## src/rtl/btn_event_classifier.sv

```systemverilog
// btn_event_classifier: turns a clean, synchronous button level into press/release/click/long pulses.
// Optional auto-repeat while long-held is built only when BTN_AUTOREPEAT_EN is defined.
module btn_event_classifier #(
    parameter int unsigned LONG_PRESS_CYCLES = 499,
    parameter int unsigned DBL_GAP_CYCLES    = 199,
    parameter int unsigned REPEAT_CYCLES     = 99,
    parameter int unsigned CNT_W             = 8
) (
    input  logic             clk,
    input  logic             rst,
    input  logic             btn_in,
    output logic             press_pulse,
    output logic             release_pulse,
    output logic             single_pulse,
    output logic             double_pulse,
    output logic             long_pulse,
    output logic             repeat_pulse,
    output logic             held,
    output logic [CNT_W-1:0] press_count
);

    localparam int unsigned MAX_LD = (LONG_PRESS_CYCLES > DBL_GAP_CYCLES) ? LONG_PRESS_CYCLES : DBL_GAP_CYCLES;
    localparam int unsigned MAX_T  = (MAX_LD > REPEAT_CYCLES) ? MAX_LD : REPEAT_CYCLES;
    localparam int unsigned TW     = (MAX_T > 0) ? $clog2(MAX_T + 1) : 1;
    localparam logic [TW-1:0] LONG_T = TW'(LONG_PRESS_CYCLES);
    localparam logic [TW-1:0] GAP_T  = TW'(DBL_GAP_CYCLES);

    typedef enum logic [2:0] {
        IDLE,
        PRESSED,
        LONG_HELD,
        WAIT_GAP,
        SECOND_PRESSED
    } state_e;

    state_e            state_q, state_d;
    logic              btn_prev_q;
    logic [TW-1:0]     timer_q, timer_d;
    logic              rise, fall;
    logic              press_d, release_d, single_d, double_d, long_d, held_d;
    logic              press_q, release_q, single_q, double_q, long_q, held_q;
    logic [CNT_W-1:0]  count_q;

    assign rise = btn_in & ~btn_prev_q;
    assign fall = ~btn_in & btn_prev_q;

    always_ff @(posedge clk) begin
        if (rst) state_q <= IDLE;
        else     state_q <= state_d;
    end

    always_comb begin
        state_d = state_q;
        unique case (state_q)
            IDLE:           if (rise) state_d = PRESSED;
            PRESSED: begin
                if (fall)                   state_d = WAIT_GAP;
                else if (timer_q == LONG_T) state_d = LONG_HELD;
            end
            LONG_HELD:      if (fall) state_d = IDLE;
            WAIT_GAP: begin
                if (rise)                  state_d = SECOND_PRESSED;
                else if (timer_q == GAP_T) state_d = IDLE;
            end
            SECOND_PRESSED: if (fall) state_d = IDLE;
            default:        state_d = IDLE;
        endcase
    end

    // Edge checks take priority over timer matches, so simultaneous events resolve to click/double.
    always_comb begin
        press_d   = rise & ((state_q == IDLE) | (state_q == WAIT_GAP));
        double_d  = rise & (state_q == WAIT_GAP);
        release_d = fall & ((state_q == PRESSED) | (state_q == LONG_HELD) | (state_q == SECOND_PRESSED));
        single_d  = ~rise & (state_q == WAIT_GAP) & (timer_q == GAP_T);
        long_d    = ~fall & (state_q == PRESSED) & (timer_q == LONG_T);
        held_d    = (state_d == PRESSED) | (state_d == LONG_HELD) | (state_d == SECOND_PRESSED);
    end

`ifdef BTN_AUTOREPEAT_EN
    localparam logic [TW-1:0] REP_T = TW'(REPEAT_CYCLES);
    logic repeat_d, repeat_q;

    assign repeat_d = ~fall & (state_q == LONG_HELD) & (timer_q == REP_T);

    always_ff @(posedge clk) begin
        if (rst) repeat_q <= 1'b0;
        else     repeat_q <= repeat_d;
    end

    assign repeat_pulse = repeat_q;
`else
    assign repeat_pulse = 1'b0;
`endif

    always_comb begin
        timer_d = timer_q;
        if (state_d != state_q) begin
            timer_d = '0;
        end else begin
            unique case (state_q)
                PRESSED, WAIT_GAP: timer_d = timer_q + 1'b1;
`ifdef BTN_AUTOREPEAT_EN
                LONG_HELD:         timer_d = (timer_q == REP_T) ? '0 : timer_q + 1'b1;
`endif
                default:           timer_d = timer_q;
            endcase
        end
    end

    always_ff @(posedge clk) begin
        if (rst) begin
            btn_prev_q <= 1'b0;
            timer_q    <= '0;
            press_q    <= 1'b0;
            release_q  <= 1'b0;
            single_q   <= 1'b0;
            double_q   <= 1'b0;
            long_q     <= 1'b0;
            held_q     <= 1'b0;
            count_q    <= '0;
        end else begin
            btn_prev_q <= btn_in;
            timer_q    <= timer_d;
            press_q    <= press_d;
            release_q  <= release_d;
            single_q   <= single_d;
            double_q   <= double_d;
            long_q     <= long_d;
            held_q     <= held_d;
            count_q    <= count_q + CNT_W'(press_d);
        end
    end

    assign press_pulse   = press_q;
    assign release_pulse = release_q;
    assign single_pulse  = single_q;
    assign double_pulse  = double_q;
    assign long_pulse    = long_q;
    assign held          = held_q;
    assign press_count   = count_q;

endmodule

```

## config.mk

```make
export PLATFORM = sky130hd
export DESIGN_NAME = btn_event_classifier
export DESIGN_NICKNAME = d
export VERILOG_FILES = /design/src/rtl/btn_event_classifier.sv
export SDC_FILE = /design/constraint.sdc
export NUM_CORES = 1
export LEC_CHECK = 0
export ABC_CLOCK_PERIOD_IN_PS = 1700
export BUFFER_PORTS_ARGS = -buffer_cell sky130_fd_sc_hd__buf_2
export CAP_MARGIN = 20
export CORE_ASPECT_RATIO = 2
export CORE_MARGIN = 2
export CORE_UTILIZATION = 24
export DETAILED_ROUTE_END_ITERATION = 12
export PLACE_DENSITY = 0.38
export SLEW_MARGIN = 20
export SYNTH_ARGS = -nofsm -noshare
export SYNTH_HDL_FRONTEND = slang
export SYNTH_SLANG_ARGS = --single-unit
```

## constraint.sdc

```tcl
create_clock -name clk -period 1.7 [get_ports clk]
set_input_delay 0.255 -clock clk [delete_from_list [all_inputs] [get_ports clk]]
set_output_delay 0.255 -clock clk [all_outputs]
set_load 0.02 [all_outputs]
```

# After elaboration in Yosys (flattened, before gate mapping)

Index checks and enable logic that the tools add are counted.

Bits of input ports: 3
Word-level logic and storage cells: 51
Register bits: 27
Output and inout port bits: 15

Eq/ne operators: 10
Reductions and logical operators: 4
Add/sub/neg operators: 2
Muxes and demuxes: 7
Bitwise operators: 18

Operators by type and width:

| cell                                                            | count |
|---|---|
| 3-bit two-way mux                                               | 6 |
| 3-bit one-hot mux with 4 select lines                           | 1 |
| 9-bit by 1-bit adder with 9-bit output, second input constant   | 1 |
| 1-bit AND                                                       | 9 |
| 3-bit by 2-bit == test with 1-bit output, second input constant | 3 |
| 9-bit by 8-bit == test with 1-bit output, second input constant | 1 |
| 9-bit == test, second input constant                            | 1 |
| 8-bit by 1-bit adder with 8-bit output                          | 1 |
| 3-bit by 1-bit == test with 1-bit output, second input constant | 2 |
| 3-bit == test, second input constant                            | 2 |
| 2-bit OR reduction                                              | 3 |
| 1-bit bitwise OR                                                | 5 |
| 1-bit inverter                                                  | 4 |
| 3-bit zero test                                                 | 1 |
| 3-bit != test                                                   | 1 |

# Longest topological paths before layout

Gate-level depths: netlist of the first run.

Depth in word-level cells: 7
Gate-level depth with buffers: 8

# Worst setup path after synthesis of the first run

Ideal clock, no wire load.

Kind: reg-to-reg
Start point: reg state_q[1]
End point: reg count_q[4], in the netlist press_count[4]
Data arrival time: 1.468 ns
Library setup time: 0.128 ns
Required time: 1.572 ns
Setup slack: 0.104 ns
Cell stages (with the launch flop): 9
Path through: dfxtp_1 > buf_2 > xor2_1 > nor3_1 > ha_1 > ha_1 > nand3_1 > xor2_1 > nor2_1

Longest elaborated chain between the ends: 4

RTL lines:

| item                                                                        | RTL line | text |
|---|---|---|
| start: declaration                                                          | 36       | `state_e state_q, state_d;` |
| start signal: assignment                                                    | 49       | `else state_q <= state_d;` |
| 3-bit by 2-bit == test with 1-bit output or 3-bit zero test (tied branches) | 72       | `press_d = rise & ((state_q == IDLE) \| (state_q == WAIT_GAP));` |
| 1-bit bitwise OR (*)                                                        | 72       |  |
| 1-bit AND (*)                                                               | 72       |  |
| net press_d                                                                 | 40       | `logic press_d, release_d, single_d, double_d, long_d, held_d;` |
| 8-bit by 1-bit adder with 8-bit output (*)                                  | 131      | `count_q <= count_q + CNT_W'(press_d);` |
| end signal: assignment                                                      | 131      |  |
| end: declaration                                                            | 42       | `logic [CNT_W-1:0] count_q;` |

Mark *: on every way through the listed nets, which the timed path passes. The rest lies on a longest branch.
A chain may end at the register's enable or synchronous reset.

# Final worst setup path of the first run

Start point: reg timer_q[4]
End point: reg timer_q[3]

Longest elaborated chain between the ends: 6

RTL lines:

| item                                                                      | RTL line | text |
|---|---|---|
| start: declaration                                                        | 38       | `logic [TW-1:0] timer_q, timer_d;` |
| start signal: assignment                                                  | 124      | `timer_q <= timer_d;` |
| 9-bit by 8-bit == test with 1-bit output or 9-bit == test (tied branches) | 63, 58   |  |
| 3-bit two-way mux (on tied branches)                                      | 63, 58   |  |
| 3-bit two-way mux (on tied branches)                                      | 62, 57   |  |
| 3-bit one-hot mux with 4 select lines (*)                                 | 54       | `unique case (state_q)` |
| 3-bit != test (*)                                                         | 98       | `if (state_d != state_q) begin` |
| 2-bit OR reduction (no line) (*)                                          | n/a      |  |

Every way passes the cells marked *; elsewhere a longest branch is shown, timed or not.

==> results.py, run 1 <==
metrics = {
    "power_and_ir_drop": {
        "leakagePower_nw": 0.6836,
        "ir_drop_mv": 0.3951,
        "switching_share_pct": 26.24,
        "powerDensity_nw_per_um2": 721.9,
        "seqPwrFrac_pct": 54.6,
        "p_clk_share_pct": 30.4,
        "p_comb_share_pct": 15.0,
        "p_int_mw": 0.8914,
        "switchingPower_mw": 0.3171,
        "power.total_mw": 1.209,
    },
    "synth": {
        "synth_edf_count": 0,
        "synth_cell_types": 40,
        "synth_cells": 143,
        "syn_avg_cell_area_um2": 8.995,
        "synth-seq-cells": 27,
        "synthesis.nets": 149,
        "synthArstFlopShare_pct": 0,
        "synth_ff_type": "dfxtp_1",
        "ys_seq_area_share_pct": 42.02,
        "yosys_warnings": 0,
        "syn_area_um2": 1286,
    },
    "drt": {
        "route.vias.total": 1143,
        "drt_first_pass_iters": 4,
        "ant_nets": 0,
        "drt-initial-drc-count": 39,
        "drc": 0,
        "wl_per_cell_um": 14.77,
        "viasPerCell": 4.864,
        "totalWireLength_um": 3470,
    },
    "flow_run": {
        "cap_violations": 0,
    },
    "sta": {
        "drv_slew": 0,
        "period_minus_slack_ns": 1.679,
        "fmax_mhz": 595.6,
        "skew_ns": 0.004145,
        "rsz0062_at_grt": "yes",
        "hold_violations": 0,
        "fin_crit_sh_pct": 98.77,
        "setup_viol": 0,
    },
    "finish": {
        "final_common_cell": "dfxtp_1",
        "nFillCells": 553,
        "final_nets": 184,
        "area_growth_pct": 30.16,
        "drive_gt1_share_pct": 32.77,
        "final_cell_mix": "24 x dfxtp_1, 20 x buf_4, 16 x buf_2",
        "instances_no_fill": 235,
        "num_antenna_cells": 0,
    },
    "place": {
        "place.port_buffers": 16,
        "gp_congestion": 0.8510,
        "dp_cells": 232,
        "hpwlAfterDp_um": 2807,
    },
    "clock_tree": {
        "cts_made_buffers": 3,
        "cts.sinks": 27,
        "cts_hold_buf": 0,
        "path_clk_slew_ns": 0.09,
        "clk_latency_ns": 0.27,
        "max-clock-path-buffers": 2,
        "cts_max_level": 1,
        "cts-root-buf": "clkbuf_8",
        "cts_tree": "built",
    },
    "floorplan": {
        "die_h_um": 107.5,
        "pin_count": 18,
        "placementRows": 37,
        "die_area_um2": 5996,
        "die_w_um": 55.77,
        "core_area_um2": 5139,
        "initial_core_util_pct": 25.03,
    },
    "setup_path": {
        "path_class": "reg2reg",
        "cp.arrival_ns": 1.84,
        "end_kind": "flip-flop",
        "critical_path.max_fanout": 7,
        "start_kind": "flip-flop",
        "max_stage_delay_ns": 0.57,
        "crit_chain": "or4b_4 -> o21ai_1 -> a211oi_2 -> buf_4 -> nor2_4 -> nor3_1",
        "worst-path-buf-inv": 1,
        "worstPathRequired_ns": 1.86,
        "slowest_stage": "or4b_4",
        "critical-path-top-delay-family": "simple AND/OR/NAND/NOR gates",
    },
    "global_route": {
        "use_met3_pct": 1.442,
        "grt_max_degree": 15,
        "grt_pass1_wl_um": 5699,
        "top_usage_layer": "met2",
        "grt_overflow": 0,
        "grtUsageTotal_pct": 12.43,
        "met2_usage_pct": 24.91,
        "antenna_found_initial": 0,
        "grt_pass1_vias": 1169,
        "grt_use_met1_pct": 11.99,
    },
    "outcome": {
        "status": "completed",
    },
    "hold_path": {
        "hp-class": "in2reg",
    },
}
area by class of cell:
cell class	instances	area, µm²	area share [%]
multi-input cells	106	759.5	45.37
flip-flops and latches	27	544.3	32.51
repair buffers	37	241.5	14.42
well taps	58	72.57	4.335
clock buffers	4	45.04	2.691
inverters	3	11.26	0.6726
state kept, by name (all words and copies together), names as in the netlist:
name	count
single_pulse	1
timer_q	9
btn_prev_q	1
press_pulse	1
held	1
press_count	8
release_pulse	1
long_pulse	1
double_pulse	1
state_q	3
what timing repair did:
item                       in CTS  in global routing
pin swaps                       3                  6
setup endpoints to repair      10                 13
setup buffers                   0                  0
resized for setup               8                  9
power by group through the flow:
stage	registers (mW)	clock network (mW)	logic, mW
final	0.659	0.368	0.182
after global routing	0.662	0.405	0.200
after CTS	0.657	0.388	0.180
after detailed placement	0.671	0	0.171
after floorplan	0.683	0	0.0970
after global placement	0.671	0	0.171
layer usage:
| metal | wire length [µm] | share of wire [%] |
|---|---|---|
| met4 | 121 | 3.5 |
| met1 | 1198 | 35 |
| met5 | 0 | 0 |
| met3 | 76 | 2.2 |
| met2 | 2074 | 60 |
logic make-up (layout without fill, tap and decap cells):
logic type	Yosys count	count (layout)	synth area share, %
other	1	1	0.2915
muxes	1	1	0.7782
and+or+nand+nor	69	69	29.38
xor gates and xnor gates	15	15	10.21
adders and majority gates	3	3	2.919
buffers and inverters	10	44	4.182
DFF	27	27	42.02
AOI/OAI and AO/OA	17	17	10.21
path summary, 6_finish.rpt:
kind	cells past startpoint	slack, ns	from	to
hold / removal	2	0.25	btn_in	btn_prev_q$_SDFF_PP0_
setup reg to reg	6	0.02	timer_q[4]$_SDFFE_PP0P_	timer_q[3]$_SDFFE_PP0P_
setup / recovery	6	0.02	timer_q[4]$_SDFFE_PP0P_	timer_q[3]$_SDFFE_PP0P_
hold reg to reg	2	0.52	press_count[7]$_SDFF_PP0_	press_count[7]$_SDFF_PP0_
cell usage after synthesis (2+ instances only):
cell type	instances	area (µm²)
dfxtp_1	27	540.5
nor3_1	14	70.07
nor2_1	12	45.04
xor2_1	10	87.58
nand2_1	9	33.78
nand3_1	6	30.03
a21oi_1	5	25.02
nor2b_1	5	31.28
xnor2_1	5	43.79
and3_1	4	25.02
nand4_1	4	25.02
buf_2	3	15.01
ha_1	3	37.54
inv_1	3	11.26
nand2b_1	3	18.77
a211oi_1	2	15.01
and2_1	2	12.51
nor4_1	2	12.51
o211ai_1	2	15.01
o21ai_0	2	10.01
metrics by stage:
stage / hold WS [ns] / util (%) / TNS (ns) / worst slack, ns / instance area [µm²]
6_report: 0.2512 / 32.58 / 0 / 0.02092 / 1674
5_1_grt: 0.2668 / 32.58 / -0.3486 / -0.04896 / 1674
3_3_place_gp: 0.4991 / 30.39 / -0.1719 / -0.05625 / 1562
2_1_floorplan: 0.3266 / - / 0 / 0.1042 / 1286
4_1_cts: 0.2535 / 31.90 / 0 / 0.02674 / 1639
3_5_place_dp: 0.4997 / 30.39 / -0.09379 / -0.03619 / 1562
(Power assumes the default switching activity.)
==> run 2: changes to the inputs <==
- CORE_ASPECT_RATIO: 2 -> not set
- CORE_MARGIN: 2 -> 3
- CORE_UTILIZATION: 24 -> 50
- PLACE_DENSITY: 0.38 -> 0.71
==> run 2 against run 1 <==
Against the previous run:
- utilization up 32 points
- die area down 46%
- final cell count decreased by 16%
- clock power is 27% lower
- worst setup slack better by 0.0052 ns
- critical endpoint is now timer_q[1]$_SDFFE_PP0P_
==> results.py, run 2 (synthesis results as in run 1) <==
metrics = {
    "sta": {
        "hold_violations": 0,
        "drv_slew": 0,
        "rsz0062_at_grt": "yes",
        "fin_hold_ws_ns": 0.2038,
        "period_minus_slack_ns": 1.674,
        "fin_crit_sh_pct": 98.46,
        "setup_viol": 0,
        "setup_ws_ns": 0.02611,
        "skew_ns": 0.004777,
        "tns_ns": 0,
        "fmax_mhz": 597.4,
    },
    "place": {
        "gp_congestion": 0.8504,
        "place.port_buffers": 16,
        "dpl-instance-area_um2": 1441,
        "dp_cells": 191,
        "hpwlAfterDp_um": 1942,
        "dpl_worst_slack_ns": -0.008652,
    },
    "finish": {
        "largest_reg_flops": 9,
        "area_growth_pct": 17.02,
        "stdcell_area_um2": 1505,
        "nFillCells": 212,
        "final_util_pct": 64.92,
        "largest_register": "timer_q",
        "final_common_cell": "dfxtp_1",
        "final_cell_mix": "27 x dfxtp_1, 16 x buf_2, 13 x buf_4",
        "instances_no_fill": 197,
        "final_nets": 176,
        "multi_input_area_um2": 714.4,
        "drive_gt1_share_pct": 25.44,
        "num_antenna_cells": 0,
        "register_area_um2": 540.5,
    },
    "floorplan": {
        "die_area_um2": 3217,
        "die_h_um": 56.72,
        "placementRows": 17,
        "die_w_um": 56.72,
        "initial_core_util_pct": 55.48,
        "pin_count": 18,
        "core_area_um2": 2318,
    },
    "power_and_ir_drop": {
        "p_comb_share_pct": 14.7,
        "p_clk_share_pct": 24.8,
        "leakagePower_nw": 0.6284,
        "switching_share_pct": 26.28,
        "p_int_mw": 0.8044,
        "ir_drop_mv": 0.4036,
        "power.total_mw": 1.091,
        "seqPwrFrac_pct": 60.5,
        "switchingPower_mw": 0.2867,
        "powerDensity_nw_per_um2": 724.9,
    },
    "drt": {
        "drt_first_pass_iters": 4,
        "ant_nets": 0,
        "drt-initial-drc-count": 30,
        "drc": 0,
        "wl_per_cell_um": 13.61,
        "viasPerCell": 5.482,
        "route.vias.total": 1080,
        "totalWireLength_um": 2681,
    },
    "hold_path": {
        "hold_start": "btn_in",
        "hp-class": "in2reg",
    },
    "clock_tree": {
        "cts_max_level": 1,
        "cts.sinks": 27,
        "max-clock-path-buffers": 2,
        "cts_made_buffers": 3,
        "path_clk_slew_ns": 0.14,
        "cts_hold_buf": 0,
        "clk_latency_ns": 0.32,
        "cts_tree": "built",
        "cts-root-buf": "clkbuf_4",
    },
    "global_route": {
        "grt_overflow": 0,
        "grt_max_degree": 17,
        "antenna_found_initial": 0,
        "grt_pass1_vias": 1057,
        "grtUsageTotal_pct": 17.68,
        "grt_pass1_wl_um": 4533,
    },
    "setup_path": {
        "worstPathRequired_ns": 1.98,
        "start_kind": "flip-flop",
        "path_class": "reg2reg",
        "startpoint": "timer_q[0]$_SDFFE_PP0P_",
        "end_kind": "flip-flop",
        "rr_startpoint": "timer_q[0]$_SDFFE_PP0P_",
        "critical_path.max_fanout": 9,
        "cp.arrival_ns": 1.95,
    },
    "outcome": {
        "status": "completed",
    },
    "flow_run": {
        "cap_violations": 0,
    },
}
[run 2: changes by cell type in the layout (fill, tap and decap cells not counted), sizes merged]
cell,previous run,this run
buf,37,29
[run 2: timing repair]
action / 4_1_cts / 5_1_grt
buffers inserted: 0 / 2
setup endpoints to repair: 7 / 10
pin swaps: 0 / 1
gates resized for setup: 2 / 3
[run 2: worst paths after layout]
path | slack (ns) | to | depth (start not counted)
worst max-delay path | 0.03 | timer_q[1]$_SDFFE_PP0P_ | 6
worst min-delay path | 0.20 | btn_prev_q$_SDFF_PP0_ | 2
worst max register to register | 0.03 | timer_q[1]$_SDFFE_PP0P_ | 6
worst min register to register | 0.55 | press_count[5]$_SDFF_PP0_ | 2
[run 2: layer usage]
layer | GRT usage, % | part of all wire, %
met1 | 22.42 | 45
met2 | 29.21 | 48
met3 | 3.218 | 5.3
met4 | 7.119 | 1.9
met5 | 0 | 0
[run 2: layout make-up]
type                       count  area share (%)
clock buffer                   4           1.746
inverter                       3          0.7481
multi-input combinational    106           47.46
sequential                    27           35.91
tap                           28           2.328
timing repair buffer          29           11.80
[run 2: power groups by stage]
stage                     Combinational [mW]  Clock, mW  Sequential, mW
after floorplan                       0.0970          0           0.683
after global placement                 0.150          0           0.673
after detailed placement               0.154          0           0.674
after CTS                              0.159      0.282           0.660
after global routing                   0.178      0.307           0.663
final                                  0.161      0.270           0.660
[run 2: worst max-delay path, cell delays in order (launching register included)]
cell and delay (ns):
dfxtp_1 0.34, ha_2 0.20, and4b_1 0.23, a21oi_1 0.22, o211ai_1 0.13, a21o_2 0.27
o21ba_1 0.23
